<file path="config.mk">
export PLATFORM = sky130hd
export DESIGN_NAME = tlp_req_sequencer_flat
export DESIGN_NICKNAME = d
export VERILOG_FILES = /design/src/rtl/tlp_pkg.sv /design/src/rtl/tlp_req_sequencer_if.sv /design/src/rtl/tlp_tag_pool.sv /design/src/rtl/tlp_req_sequencer.sv /design/src/flat_wrapper.sv
export SDC_FILE = /design/constraint.sdc
export NUM_CORES = 1
export LEC_CHECK = 0
export ABC_AREA = 1
export CELL_PAD_IN_SITES_DETAIL_PLACEMENT = 1
export CELL_PAD_IN_SITES_GLOBAL_PLACEMENT = 2
export CORE_AREA = 2 2 165 248
export CTS_CLUSTER_DIAMETER = 200
export CTS_CLUSTER_SIZE = 16
export DETAILED_ROUTE_END_ITERATION = 10
export DIE_AREA = 0 0 167 250
export GPL_ROUTABILITY_DRIVEN = 0
export GPL_TIMING_DRIVEN = 0
export PLACE_DENSITY_LB_ADDON = 0.05
export RECOVER_POWER = 25
export SYNTH_ARGS = -nofsm -noshare
export SYNTH_HDL_FRONTEND = slang
export SYNTH_SLANG_ARGS = --single-unit
</file>
<file path="constraint.sdc">
create_clock -name user_clk -period 9.51 [get_ports user_clk]
set_input_delay 1.902 -clock user_clk [delete_from_list [all_inputs] [get_ports user_clk]]
set_output_delay 1.902 -clock user_clk [all_outputs]
set_load 0.02 [all_outputs]
</file>
<file path="src/rtl/tlp_pkg.sv">
// Shared definitions for the TLP request sequencer: type codes, FSM states,
// err_flags bit positions and small decode helpers.
package tlp_pkg;

    localparam logic [2:0] TLP_MRD32 = 3'b000;
    localparam logic [2:0] TLP_MWR32 = 3'b001;
    localparam logic [2:0] TLP_MRD64 = 3'b010;
    localparam logic [2:0] TLP_MWR64 = 3'b011;

    typedef enum logic [1:0] {
        IDLE  = 2'd0,
        START = 2'd1,
        BUSY  = 2'd2
    } seq_state_t;

    localparam int ERR_UNDERRUN = 0;
    localparam int ERR_BAD_TAG  = 1;
    localparam int ERR_TIMEOUT  = 2;

    // Codes 1xx are unknown and decode as neither read nor write.
    function automatic logic is_read(input logic [2:0] t);
        return !t[2] && !t[0];
    endfunction

    function automatic logic is_write(input logic [2:0] t);
        return !t[2] && t[0];
    endfunction

    // Payload beats of 4 DW each: ceil(len/4), 1..256 for legal lengths.
    function automatic logic [8:0] beat_count(input logic [10:0] len);
        logic [11:0] sum;
        sum = {1'b0, len} + 12'd3;
        return sum[10:2];
    endfunction

endpackage

</file>
<file path="src/rtl/tlp_req_sequencer_if.sv">
// Request, write-data, encoder and completion-tag signals of the TLP request
// sequencer; slave is the sequencer side, master is the surrounding logic.
interface tlp_req_sequencer_if;

    logic         req_valid;
    logic         req_ready;
    logic [2:0]   req_type;
    logic [63:0]  req_addr;
    logic [10:0]  req_length;

    logic         wd_valid;
    logic [127:0] wd_data;
    logic         wd_ready;

    logic [2:0]   tx_type;
    logic [7:0]   tx_tag;
    logic [63:0]  tx_addr;
    logic [10:0]  tx_length;
    logic [127:0] tx_data;
    logic         tx_start;
    logic         tx_done;
    logic         tx_beat_ack;

    logic         cpl_tag_valid;
    logic [7:0]   cpl_tag;

    logic [8:0]   tags_outstanding;
    logic         busy;
    logic [2:0]   err_flags;

    modport slave (
        input  req_valid, req_type, req_addr, req_length,
        input  wd_valid, wd_data,
        input  tx_done, tx_beat_ack,
        input  cpl_tag_valid, cpl_tag,
        output req_ready, wd_ready,
        output tx_type, tx_tag, tx_addr, tx_length, tx_data, tx_start,
        output tags_outstanding, busy, err_flags
    );

    modport master (
        output req_valid, req_type, req_addr, req_length,
        output wd_valid, wd_data,
        output tx_done, tx_beat_ack,
        output cpl_tag_valid, cpl_tag,
        input  req_ready, wd_ready,
        input  tx_type, tx_tag, tx_addr, tx_length, tx_data, tx_start,
        input  tags_outstanding, busy, err_flags
    );

endinterface

</file>
<file path="src/rtl/tlp_tag_pool.sv">
// Read-tag pool: allocation bitmap, lowest-free-tag encoder and outstanding
// counter. Releases land at the clock edge, so a freed tag is never reissued
// in the cycle it is released.
module tlp_tag_pool #(
    parameter int NUM_TAGS = 32
) (
    input  logic       user_clk,
    input  logic       reset,
    input  logic       alloc_en,
    output logic       any_free,
    output logic [7:0] alloc_tag,
    input  logic       rel_valid,
    input  logic [7:0] rel_tag,
    output logic       rel_err,
    input  logic       abort_valid,
    input  logic [7:0] abort_tag,
    output logic [8:0] outstanding
);

    logic [NUM_TAGS-1:0] used_reg;
    logic [NUM_TAGS-1:0] used_next;
    logic [NUM_TAGS-1:0] alloc_hit;
    logic [NUM_TAGS-1:0] rel_hit;
    logic [NUM_TAGS-1:0] abort_hit;
    logic [8:0]          count_reg;
    logic                alloc_ok;
    logic                rel_ok;
    logic                abort_ok;

    // Scan downward so the last assignment wins with the lowest free index.
    always_comb begin
        any_free  = 1'b0;
        alloc_tag = 8'h00;
        for (int i = NUM_TAGS - 1; i >= 0; i--) begin
            if (!used_reg[i]) begin
                any_free  = 1'b1;
                alloc_tag = 8'(i);
            end
        end
    end

    genvar gi;
    generate
        for (gi = 0; gi < NUM_TAGS; gi++) begin : g_tag
            assign alloc_hit[gi] = alloc_en && any_free && (alloc_tag == 8'(gi));
            assign rel_hit[gi]   = rel_valid && (rel_tag == 8'(gi)) && used_reg[gi];
            // A watchdog abort of a tag the decoder retires in the same cycle counts once.
            assign abort_hit[gi] = abort_valid && (abort_tag == 8'(gi)) && used_reg[gi]
                                   && !rel_hit[gi];
        end
    endgenerate

    assign alloc_ok  = |alloc_hit;
    assign rel_ok    = |rel_hit;
    assign abort_ok  = |abort_hit;
    assign used_next = (used_reg | alloc_hit) & ~(rel_hit | abort_hit);

    // Out-of-range or already-free releases match no bit and are flagged.
    assign rel_err   = rel_valid && !rel_ok;

    always_ff @(posedge user_clk) begin
        if (reset) begin
            used_reg  <= '0;
            count_reg <= '0;
        end else begin
            used_reg  <= used_next;
            count_reg <= count_reg + {8'd0, alloc_ok} - {8'd0, rel_ok} - {8'd0, abort_ok};
        end
    end

    assign outstanding = count_reg;

endmodule

</file>
<file path="src/rtl/tlp_req_sequencer.sv">
// TLP request sequencer: accepts read/write requests, assigns read tags and
// drives the packet encoder. Define REQSEQ_TIMEOUT_EN to enable the tx_done watchdog.
module tlp_req_sequencer
    import tlp_pkg::*;
#(
    parameter int NUM_TAGS    = 32,
    parameter int TIMEOUT_CYC = 4096
) (
    input  logic          user_clk,
    input  logic          reset,
    tlp_req_sequencer_if.slave bus
);

    seq_state_t  state_reg;
    seq_state_t  state_next;

    logic [2:0]  type_reg;
    logic [7:0]  tag_reg;
    logic [63:0] addr_reg;
    logic [10:0] length_reg;
    logic [8:0]  beat_reg;
    logic [2:0]  err_reg;

    logic        any_free;
    logic [7:0]  alloc_tag;
    logic        rel_err;
    logic [8:0]  outstanding;

    logic        req_ok;
    logic        accept;
    logic        launch;
    logic        wr_pkt;
    logic        beat_fire;
    logic        underrun;
    logic        timeout_fire;

    // A read may only be taken while a tag is free; writes and unknown codes always.
    assign req_ok    = !(is_read(bus.req_type) && !any_free);
    assign accept    = !reset && (state_reg == IDLE) && bus.req_valid && req_ok;
    assign launch    = accept && !bus.req_type[2];

    assign wr_pkt    = is_write(type_reg);
    assign beat_fire = (state_reg == BUSY) && wr_pkt && bus.tx_beat_ack
                       && (beat_reg < beat_count(length_reg));
    assign underrun  = beat_fire && !bus.wd_valid;

`ifdef REQSEQ_TIMEOUT_EN
    localparam int TW = $clog2(TIMEOUT_CYC + 1);
    logic [TW-1:0] timer_reg;

    always_ff @(posedge user_clk) begin
        if (reset || state_reg != BUSY) begin
            timer_reg <= '0;
        end else begin
            timer_reg <= timer_reg + TW'(1);
        end
    end

    // Fires on the last permitted BUSY cycle unless tx_done arrives with it.
    assign timeout_fire = (state_reg == BUSY) && !bus.tx_done
                          && (timer_reg == TW'(TIMEOUT_CYC - 1));
`else
    assign timeout_fire = 1'b0;
`endif

    tlp_tag_pool #(
        .NUM_TAGS (NUM_TAGS)
    ) u_tag_pool (
        .user_clk    (user_clk),
        .reset       (reset),
        .alloc_en    (launch && is_read(bus.req_type)),
        .any_free    (any_free),
        .alloc_tag   (alloc_tag),
        .rel_valid   (bus.cpl_tag_valid),
        .rel_tag     (bus.cpl_tag),
        .rel_err     (rel_err),
        .abort_valid (timeout_fire && is_read(type_reg)),
        .abort_tag   (tag_reg),
        .outstanding (outstanding)
    );

    always_ff @(posedge user_clk) begin
        if (reset) begin
            state_reg <= IDLE;
        end else begin
            state_reg <= state_next;
        end
    end

    always_comb begin
        state_next = state_reg;
        case (state_reg)
            IDLE:    if (launch) state_next = START;
            START:   state_next = BUSY;
            BUSY:    if (bus.tx_done || timeout_fire) state_next = IDLE;
            default: state_next = IDLE;
        endcase
    end

    always_ff @(posedge user_clk) begin
        if (reset) begin
            type_reg   <= '0;
            tag_reg    <= '0;
            addr_reg   <= '0;
            length_reg <= '0;
            beat_reg   <= '0;
            err_reg    <= '0;
        end else begin
            if (launch) begin
                type_reg   <= bus.req_type;
                tag_reg    <= is_read(bus.req_type) ? alloc_tag : 8'h00;
                addr_reg   <= bus.req_addr;
                length_reg <= bus.req_length;
                beat_reg   <= '0;
            end else if (beat_fire) begin
                beat_reg <= beat_reg + 9'd1;
            end
            if (underrun)     err_reg[ERR_UNDERRUN] <= 1'b1;
            if (rel_err)      err_reg[ERR_BAD_TAG]  <= 1'b1;
            if (timeout_fire) err_reg[ERR_TIMEOUT]  <= 1'b1;
        end
    end

    assign bus.req_ready        = !reset && (state_reg == IDLE) && req_ok;
    assign bus.tx_start         = !reset && (state_reg == START);
    assign bus.wd_ready         = !reset && beat_fire;
    assign bus.tx_data          = (!reset && state_reg == BUSY && wr_pkt) ? bus.wd_data : '0;
    assign bus.tx_type          = reset ? 3'd0  : type_reg;
    assign bus.tx_tag           = reset ? 8'd0  : tag_reg;
    assign bus.tx_addr          = reset ? 64'd0 : addr_reg;
    assign bus.tx_length        = reset ? 11'd0 : length_reg;
    assign bus.tags_outstanding = outstanding;
    assign bus.busy             = (state_reg != IDLE);
    assign bus.err_flags        = err_reg;

endmodule

</file>
<file path="src/flat_wrapper.sv">
// flat-port wrapper written by rule: the top's interface ports become plain ports
module tlp_req_sequencer_flat import tlp_pkg::*;
#(
    parameter int NUM_TAGS    = 32,
    parameter int TIMEOUT_CYC = 4096
)
  (user_clk, reset, bus_req_valid, bus_req_type, bus_req_addr, bus_req_length, bus_wd_valid, bus_wd_data, bus_tx_done, bus_tx_beat_ack, bus_cpl_tag_valid, bus_cpl_tag, bus_req_ready, bus_wd_ready, bus_tx_type, bus_tx_tag, bus_tx_addr, bus_tx_length, bus_tx_data, bus_tx_start, bus_tags_outstanding, bus_busy, bus_err_flags);
  tlp_req_sequencer_if bus_i ();
  input  logic user_clk;
  input  logic reset;
  input wire logic [$bits(bus_i.req_valid)-1:0] bus_req_valid;
  input wire logic [$bits(bus_i.req_type)-1:0] bus_req_type;
  input wire logic [$bits(bus_i.req_addr)-1:0] bus_req_addr;
  input wire logic [$bits(bus_i.req_length)-1:0] bus_req_length;
  input wire logic [$bits(bus_i.wd_valid)-1:0] bus_wd_valid;
  input wire logic [$bits(bus_i.wd_data)-1:0] bus_wd_data;
  input wire logic [$bits(bus_i.tx_done)-1:0] bus_tx_done;
  input wire logic [$bits(bus_i.tx_beat_ack)-1:0] bus_tx_beat_ack;
  input wire logic [$bits(bus_i.cpl_tag_valid)-1:0] bus_cpl_tag_valid;
  input wire logic [$bits(bus_i.cpl_tag)-1:0] bus_cpl_tag;
  output wire logic [$bits(bus_i.req_ready)-1:0] bus_req_ready;
  output wire logic [$bits(bus_i.wd_ready)-1:0] bus_wd_ready;
  output wire logic [$bits(bus_i.tx_type)-1:0] bus_tx_type;
  output wire logic [$bits(bus_i.tx_tag)-1:0] bus_tx_tag;
  output wire logic [$bits(bus_i.tx_addr)-1:0] bus_tx_addr;
  output wire logic [$bits(bus_i.tx_length)-1:0] bus_tx_length;
  output wire logic [$bits(bus_i.tx_data)-1:0] bus_tx_data;
  output wire logic [$bits(bus_i.tx_start)-1:0] bus_tx_start;
  output wire logic [$bits(bus_i.tags_outstanding)-1:0] bus_tags_outstanding;
  output wire logic [$bits(bus_i.busy)-1:0] bus_busy;
  output wire logic [$bits(bus_i.err_flags)-1:0] bus_err_flags;
  assign bus_i.req_valid = bus_req_valid;
  assign bus_i.req_type = bus_req_type;
  assign bus_i.req_addr = bus_req_addr;
  assign bus_i.req_length = bus_req_length;
  assign bus_i.wd_valid = bus_wd_valid;
  assign bus_i.wd_data = bus_wd_data;
  assign bus_i.tx_done = bus_tx_done;
  assign bus_i.tx_beat_ack = bus_tx_beat_ack;
  assign bus_i.cpl_tag_valid = bus_cpl_tag_valid;
  assign bus_i.cpl_tag = bus_cpl_tag;
  assign bus_req_ready = bus_i.req_ready;
  assign bus_wd_ready = bus_i.wd_ready;
  assign bus_tx_type = bus_i.tx_type;
  assign bus_tx_tag = bus_i.tx_tag;
  assign bus_tx_addr = bus_i.tx_addr;
  assign bus_tx_length = bus_i.tx_length;
  assign bus_tx_data = bus_i.tx_data;
  assign bus_tx_start = bus_i.tx_start;
  assign bus_tags_outstanding = bus_i.tags_outstanding;
  assign bus_busy = bus_i.busy;
  assign bus_err_flags = bus_i.err_flags;
  tlp_req_sequencer #(.NUM_TAGS(NUM_TAGS), .TIMEOUT_CYC(TIMEOUT_CYC)) u_core (.user_clk(user_clk), .reset(reset), .bus(bus_i));
endmodule
</file>
# ---- Word level (Yosys, flattened, before mapping)
# Index checks and enable logic that the tools add are counted.
dict set report classes {
  add_sub_neg 4
  magnitude_cmp 1
  n_eq_ne 66
  n_mux 73
  bitwise_logic 3
  n_reduce_logical 131
}
# operator n
set op_table {}
lappend op_table {{two-way mux 8 bit} 33}
lappend op_table {{equality test 8 x 5 -> 1 bit, second input constant} 32}
lappend op_table {{equality test 8 x 4 -> 1 bit, second input constant} 16}
lappend op_table {{two-way mux 128 bit} 1}
lappend op_table {{logical AND 1 bit} 115}
lappend op_table {{equality test 8 x 3 -> 1 bit, second input constant} 8}
lappend op_table {{two-way mux 64 bit} 1}
lappend op_table {{OR reduction 32 bit} 2}
lappend op_table {{AND 32 bit} 1}
lappend op_table {{equality test 8 x 2 -> 1 bit, second input constant} 4}
lappend op_table {{two-way mux 1 bit} 32}
lappend op_table {{inverter 32 bit} 1}
lappend op_table {{OR 32 bit} 1}
lappend op_table {{equality test 8 x 1 -> 1 bit, second input constant} 2}
lappend op_table {{zero test 8 bit} 2}
lappend op_table {{adder 11 x 2 -> 11 bit, second input constant} 1}
lappend op_table {{two-way mux 11 bit} 1}
lappend op_table {{adder 9 x 1 -> 9 bit} 1}
lappend op_table {{adder 9 x 1 -> 9 bit, second input constant} 1}
lappend op_table {{less-than comparator 9 bit} 1}
lappend op_table {{subtractor 9 x 1 -> 9 bit} 1}
lappend op_table {{zero test 1 bit} 8}
lappend op_table {{case mux 2 bit (3 select lines)} 1}
lappend op_table {{two-way mux 5 bit} 1}
lappend op_table {{other kinds (10)} 11}
dict set report word_totals {
  regBits 140
  inputBits 221
  output_inout_bits 230
  word_cells 288
}

# ---- Longest topological paths before layout
# Gate-level depths: netlist (run 1).
dict set report logic_depth {
  depth_word 43
  mapped_depth 33
  depth_no_buf 33
}

# ---- Hierarchy
# Synthesis (run 1) repeated with hierarchy kept, for this count alone.
dict set report unflattened {
  hier_cells 1448
  hier_area_um2 8989.9
}
# module instances cells_per_inst area_per_inst_um2 seq_area_each_um2
set by_module_without_submodules {}
lappend by_module_without_submodules {tlp_req_sequencer 1 907 5652.9 1981.9}
lappend by_module_without_submodules {tlp_tag_pool 1 541 3337.0 820.8}

# ---- Least setup slack after synthesis (run 1)
# No wires, ideal clock.
dict set report synth_timing {
  path_type {input to register}
  start {input port bus_cpl_tag[7]}
  end {register u_core.u_tag_pool.count_reg[8] (netlist: u_core.u_tag_pool.outstanding[8])}
  setup_time_ns 0.122
  arrival_time_ns 4.833
  t_required_ns 9.388
  setup_slack_ns 4.555
  stages 25
  path_buffers 1
  cell_sequence {nor2_1 -> inv_1 -> nor3_1 -> clkbuf_1 -> nand3_1 -> nand4_1 -> nor4_1 -> nand2_1 -> ha_1 -> inv_1 -> ha_1 -> inv_1 -> fa_1 -> o31ai_1 -> nand2_1 -> inv_1 -> nor2_1 -> inv_1 -> a21oi_1 -> nor2_1 -> nor2_1 -> inv_1 -> a21oi_1 -> o21ai_0 -> a21oi_1}
}
dict set report synth_between {
  elab_chain_cells 5
  word_cells_on_any_way 98
  classes_between {add/sub: 1; eq/ne: 31; reduce/logical: 66}
}
# item line
set synth_lines {}
lappend synth_lines {{start: declaration} flat_wrapper.sv:20} ;# input wire logic [$bits(bus_i.cpl_tag)-1:0] bus_cpl_tag;
lappend synth_lines {{equality test 8 x 1 -> 1 bit, or another cell as far along} tlp_tag_pool.sv:46} ;# assign rel_hit[gi] = rel_valid && (rel_tag == 8'(gi)) && used_reg[gi];
lappend synth_lines {{logical AND 1 bit (2 in a row)} tlp_tag_pool.sv:46}
lappend synth_lines {{OR reduction 32 bit *} tlp_tag_pool.sv:54} ;# assign rel_ok = |rel_hit;
lappend synth_lines {{subtractor 9 x 1 -> 9 bit *} tlp_tag_pool.sv:67} ;# count_reg <= count_reg + {8'd0, alloc_ok} - {8'd0, rel_ok} - {8'd0, abort_ok};
lappend synth_lines {{end signal: assignment} tlp_tag_pool.sv:67}
lappend synth_lines {{end: declaration} tlp_tag_pool.sv:25} ;# logic [8:0] count_reg;
# Mark *: on every way between the ends. The rest lies on a longest branch, timed or not.
# A chain may end at the register's enable or synchronous reset.

# ---- Worst setup path in the final report (run 1)
dict set report layout_timing {
  start {input port reset}
  end {output port bus_tx_data[62]}
}
dict set report layout_between {
  elab_chain_cells 4
}
# item line
set layout_lines {}
lappend layout_lines {{start: declaration} flat_wrapper.sv:10} ;# input logic reset;
lappend layout_lines {{zero test 1 bit} tlp_req_sequencer.sv:127} ;# assign bus.tx_data = (!reset && state_reg == BUSY && wr_pkt) ? bus.wd_data : '0;
lappend layout_lines {{logical AND 1 bit (2 in a row)} tlp_req_sequencer.sv:127}
lappend layout_lines {{two-way mux 128 bit} tlp_req_sequencer.sv:127}
lappend layout_lines {{end: declaration} flat_wrapper.sv:27} ;# output wire logic [$bits(bus_i.tx_data)-1:0] bus_tx_data;
# Every way passes these cells.

==> flow_summary.toml, run 1 <==
[clock_tree]
cts-htree-levels = 4
clkLatencyLatePin_ns = 0.45
clock-sinks = 137
numCtsBuffers = 17
ctsHoldBuffers = 0
ctsResizeCount = 0
cts_tree = "done"
post_cts_buffers = 0
clk_pin_slew_ns = 0.06
cts_buffer_depth = 2
root_buffer = "clkbuf_16"

[critical_path]
critPathKind = "in2out"
cp_slowest_cell = "clkdlybuf4s50_1"
timing.rr.end = "u_core.u_tag_pool.outstanding[8]"
rr_startpoint = "u_core.u_tag_pool.used_reg[15]"
worst-path-max-fanout = 10
reg2reg_depth = 25
cpPeakStageDelay_ns = 0.67
crit_top_cell = "clkbuf_1"
critPathTopFamily = "buffers and inverters"
start_kind = "input port"
cp_cell_sequence = "dlygate4sd3_1 -> inv_1 -> nand4_1 -> clkbuf_1 -> clkbuf_1 -> nor2_1 -> clkdlybuf4s50_1"
r2r_setup_slack_ns = 5.44
critPathArrivalTime_ns = 4.79
end_kind = "output port"
cp_num_buf_inv = 5
worstPathRequired_ns = 7.61

[global_routing]
grt_usage_pct = 20.22
grt_pass1_wl_um = 63900
antenna_found_initial = 4
grt_pass1_vias = 10300
grt_overflow_total = 0
grt_max_degree = 17

[yosys]
ys_types = 39
syn_area_per_cell_um2 = 6.107
synth-warning-count = 0
yosysTopAreaCellShare_pct = 35.03
synthArstFlopShare_pct = 0
synth.area.top_cells = "dfxtp_1, nor2_1, inv_1, a21oi_1, nand2_1"
ys_ff_latch = 137
syn_inst = 1282
synth_area_um2 = 7829
yosysTopAreaCell = "dfxtp_1"
ys.flop_type = "dfxtp_1"
yosysSeqAreaShare_pct = 35.03
synth-edff-count = 0

[route]
routedWlPerCell_um = 18.79
drtIter0Drc = 307
drt_pass1_iterations = 4
wl_um = 42670
drtAntennaViolNets = 0
num_vias = 9664
drcViolationCount = 0
viasPerCell = 4.255

[die]
die_w_um = 167
fp-row-count = 90
initial_core_util_pct = 19.69
core_area_um2 = 39750
dieArea_um2 = 41750
die_h_um = 250
pin_count = 451

[worst_hold_path]
hp-start = "u_core.addr_reg[60]"
hp-class = "reg2reg"
hold_end = "u_core.addr_reg[60]"
holdPathStages = 2

[cells_and_area]
fin_nets = 1989
final_area_um2 = 13540
nFillCells = 5003
syn2layout_area_growth_pct = 72.89
multiInputGateArea_um2 = 3737
register_area_um2 = 2743
drive_gt1_share_pct = 3.121
largest_reg_flops = 64

[power]
cellLeakagePower_nw = 5.600
ir_worst_vdd_mv = 0.1310
p_total_w = 0.001631
p_per_area_nw_per_um2 = 120.5

[timing]
timing.final.hold_violations = 0
finClkSkew_ns = 0.01621
min_period_ns = 6.696
rsz0062_at_grt = "false"
setup_violations = 0
fmax_ghz = 0.1493
slew_viol_final = 0
relSlewSlack_pct = 38.55
final.setup.tns_ns = 0
fin_crit_sh_pct = 70.41
tightest_slew_ns = 0.9146
fin_ws_ns = 2.814

[placement]
place_ws_ns = 2.661
place_area_um2 = 12930
hpwl_um = 35930
portBuffers = 445

[run]
drv_cap = 0

[outcome]
status = "completed"
-- final cells by class --
| cell class | count | area share [%] |
|---|---|---|
| Antenna cell | 3 | 0.05546 |
| Buffer | 65 | 1.960 |
| Clock buffer | 18 | 3.171 |
| Clock inverter | 14 | 1.276 |
| Inverter | 291 | 8.079 |
| Multi-Input combinational cell | 792 | 27.61 |
| Sequential cell | 137 | 20.26 |
| Tap cell | 506 | 4.677 |
| Timing Repair Buffer | 445 | 32.91 |
-- worst register-to-register path, cell delays in order (launching register included) --
cell and delay (ns):
dfxtp_1 0.45, nand4_1 0.29, nor3_1 0.49, nand2_1 0.08, o21ai_0 0.17, clkinv_1 0.12
nand2_1 0.10, nor2_1 0.07, inv_2 0.15, ha_1 0.26, inv_1 0.06, ha_1 0.15
inv_1 0.05, fa_1 0.41, o31ai_1 0.31, nand2_1 0.08, inv_1 0.08, nor2_1 0.04
inv_1 0.04, a21oi_1 0.08, nor2_1 0.10, nor2_1 0.04, inv_1 0.04, a21oi_1 0.07
o21ai_0 0.15, a21oi_1 0.06
-- cell usage in the layout, fill, tap and decap left out, drive strengths merged, types with 14 or more instances in the layout --
cell and count:
dfxtp 137, nor2 318, dlygate4sd3 14, clkdlybuf4s50 431, a21oi 115, o21ai 93, nand4 40, inv 288
clkbuf 75, nor3 17, nand3 39, nand2 113, ha 18
-- per-layer routing --
metal	routed length, µm	track usage, %	vias to the layer above
met5	16	0	-
met4	1088	7.365	2
met3	2914	5.852	56
met2	22040	36.88	308
met1	16610	22.01	4423
li1	-	-	4875
-- synthesized netlist by cell type (all sizes together) (3+ instances only) --
cell / n
nor2: 318
a21oi: 115
nand3: 39
buf: 12
nor3: 17
o22ai: 4
inv: 288
nor4: 5
nand2: 113
clkinv: 3
nand4: 40
o21ai: 93
dfxtp: 137
o21bai: 3
clkbuf: 53
ha: 18
or2: 3
xor2: 4
-- metrics by stage --
stage	util [%]	hold WS [ns]	instances
floorplan	-	0.4303	1285
global placement	32.52	0.4397	2236
detailed placement	32.52	0.4469	2236
CTS	34.04	0.4569	2268
global route	34.05	0.4771	2271
finish	34.05	0.4535	2271
-- power by group --
part / internal [W] / switching (W) / total (W) / leakage, nW
Combinational: 0.000155 / 0.000157 / 0.000312 / 4.20
Clock: 0.000414 / 0.000294 / 0.000708 / 0.284
Sequential: 0.000600 / 0.0000117 / 0.000612 / 1.11
Total: 0.00117 / 0.000462 / 0.00163 / 5.60
-- kinds of logic after synthesis --
kind of cell / synth area share [%]
other: 0.04790
xor gates and xnor gates: 0.4475
AOI/OAI and AO/OA: 14.91
and+or+nand+nor: 29.06
DFF: 35.03
buffers and inverters: 17.37
adders and majority gates: 3.133
-- worst max path at each step --
| stage | from | to | slack (ns) | cells past startpoint |
|---|---|---|---|---|
| 5_1_grt | reset | bus_tx_data[62] | 2.47 | 7 |
| 3_3_place_gp | reset | bus_tx_data[62] | 2.71 | 7 |
| 6_report | reset | bus_tx_data[62] | 2.81 | 7 |
| 4_1_cts | reset | bus_tx_data[62] | 2.64 | 7 |
| 3_5_place_dp | reset | bus_tx_data[62] | 2.66 | 7 |
| 2_1_floorplan | bus_cpl_tag[7] | u_core.u_tag_pool.outstanding[8] | 4.55 | 25 |
Power figures use the tool's default switching activity.
==> run 2, diff against run 1 <==
Settings changed: CORE_AREA 2 2 165 248 to 2 2 174 261, DIE_AREA 0 0 167 250 to 0 0 176 263.
Clock period 9.51 ns to 6.6 ns, I/O delays scaled along.
==> flow_summary.toml, run 2 (synthesis gave the netlist of run 1 again) <==
[timing]
fin_crit_sh_pct = 86.86
fmax_ghz = 0.1744
setup_violations = 0
timing.final.hold_violations = 0
fin_ws_ns = 0.8676
relSlewSlack_pct = 30.20
slew_viol_final = 0
whs_ns = 0.4547
min_period_ns = 5.732
final.setup.tns_ns = 0
rsz0062_at_grt = "false"
tightest_slew_ns = 1.039
finClkSkew_ns = 0.01246

[power]
p_per_area_nw_per_um2 = 171.1
switching_share_pct = 28.59
cellLeakagePower_nw = 5.603
p_total_w = 0.002330
p_int_w = 0.001664
seqPwrFrac_pct = 37.8
combinationalPowerShare_pct = 19.0
pwr-share-clk_pct = 43.1
ir_worst_vdd_mv = 0.2259
switching_power_w = 0.0006662

[route]
drtAntennaViolNets = 0
viasPerCell = 4.081
num_vias = 9549
drtIter0Drc = 257
wl_um = 43030
routedWlPerCell_um = 18.39
drcViolationCount = 0
drt_pass1_iterations = 4

[worst_hold_path]
hp-class = "reg2reg"
holdPathStages = 2
hp-start = "u_core.addr_reg[8]"
hold_end = "u_core.addr_reg[8]"

[cells_and_area]
nFillCells = 5438
largest_reg_flops = 64
layout.cells.non_filler = 2340
fin_nets = 1989
mostFrequentLayoutCell = "clkdlybuf4s50_1"
syn2layout_area_growth_pct = 73.95
mostFrequentLayoutCells = "clkdlybuf4s50_1, nor2_1, inv_1"
drive_gt1_share_pct = 3.235

[global_routing]
grt_max_degree = 17
grt_overflow_total = 0
grt_usage_pct = 18.33
antenna_found_initial = 2
grt_pass1_vias = 10190
grt_pass1_wl_um = 63740

[die]
die_h_um = 263
core_area_um2 = 43870
dieArea_um2 = 46290
die_w_um = 176
pin_count = 451
initial_core_util_pct = 17.85
fp-row-count = 94

[placement]
dp_cells = 2306
hpwl_um = 36050
place_ws_ns = 0.3862
portBuffers = 445

[critical_path]
timing.rr.end = "u_core.u_tag_pool.outstanding[8]"
reg2reg_depth = 28
worstPathRequired_ns = 6.92
cp_num_buf_inv = 8
rr_startpoint = "u_core.u_tag_pool.used_reg[0]"
start_kind = "input port"
worst-path-max-fanout = 10
cp_slowest_cell = "nor3_1"
crit_top_cell = "inv_1"
r2r_setup_slack_ns = 2.58
critPathTopFamily = "simple AND/OR/NAND/NOR gates"
critPathKind = "in2reg"
end_kind = "flop"
cpPeakStageDelay_ns = 0.79
critPathArrivalTime_ns = 6.05

[clock_tree]
root_buffer = "clkbuf_16"
post_cts_buffers = 0
clkLatencyLatePin_ns = 0.44
clock-sinks = 137
clk_pin_slew_ns = 0.07
cts-htree-levels = 4
ctsResizeCount = 0
ctsHoldBuffers = 0
cts_tree = "done"
cts_buffer_depth = 2
numCtsBuffers = 17

[outcome]
status = "completed"

[run]
drv_cap = 0
-- run 2: cell types whose count changed in the layout (fill, tap and decap cells not counted), sizes merged --
| cell | previous run | this run |
|---|---|---|
| inv | 288 | 293 |
| clkinvlp | 4 | 3 |
| diode | 3 | 2 |
| dlygate4sd3 | 14 | 13 |
| bufinv | 3 | 2 |
| clkdlybuf4s50 | 431 | 432 |
| clkinv | 10 | 7 |
-- run 2: power groups by stage --
stage               Clock, W  Sequential, W  Combinational, W
global route         0.00107       0.000885          0.000499
floorplan                  0       0.000910          0.000193
global placement           0       0.000901          0.000452
detailed placement         0       0.000901          0.000456
finish               0.00101       0.000881          0.000443
CTS                  0.00104       0.000882          0.000460
-- run 2: how the worst max path moves through the flow --
stage               slack (ns)                          endpoint  cells after the start           start
global placement          0.35  u_core.u_tag_pool.outstanding[8]                     26  bus_cpl_tag[7]
finish                    0.87  u_core.u_tag_pool.outstanding[8]                     26  bus_cpl_tag[7]
global route              0.46  u_core.u_tag_pool.outstanding[8]                     26  bus_cpl_tag[7]
detailed placement        0.39  u_core.u_tag_pool.outstanding[8]                     26  bus_cpl_tag[7]
floorplan                 2.23  u_core.u_tag_pool.outstanding[8]                     25  bus_cpl_tag[7]
CTS                       0.85  u_core.u_tag_pool.outstanding[8]                     26  bus_cpl_tag[7]
-- run 2: final cells by class --
type                    instances  area (µm²)  share of cell area, %
flip-flops and latches        137        2743                  20.14
clock inverters                14       160.2                  1.176
well taps                     576       720.7                  5.292
plain buffers                  65       265.3                  1.948
multi-input cells             792        3737                  27.44
clock buffers                  18       439.2                  3.225
diodes                          2       5.005                0.03675
inverters                     291        1094                  8.030
repair buffers                445        4454                  32.71
-- run 2: worst register-to-register path: cells and delay by family, from the launching register on --
kind | cells | cell delay, ns
flip-flops | 1 | 0.30
AND/OR/NAND/NOR | 10 | 1.01
buffers and inverters | 9 | 0.85
AO/OA/AOI/OAI | 6 | 0.90
adder cells (fa/ha/maj) | 3 | 0.83
-- run 2: through the flow --
step / util [%] / instance area (µm²)
2_1_floorplan: - / 7840
3_3_place_gp: 29.67 / 13020
3_5_place_dp: 29.67 / 13020
4_1_cts: 31.03 / 13610
5_1_grt: 31.04 / 13620
6_report: 31.04 / 13620
-- run 2: per-layer routing --
metal	part of all wire [%]	global-route usage (%)
met1	37	18.71
met2	53	34.71
met3	7.6	6.239
met4	2.2	5.517
met5	0	0
==> run 3, diff against run 2 <==
Settings changed: SKIP_CTS_REPAIR_TIMING set to 1.
==> results of run 3 <==
Final layout, timing and power as in run 2 (identical DEF).
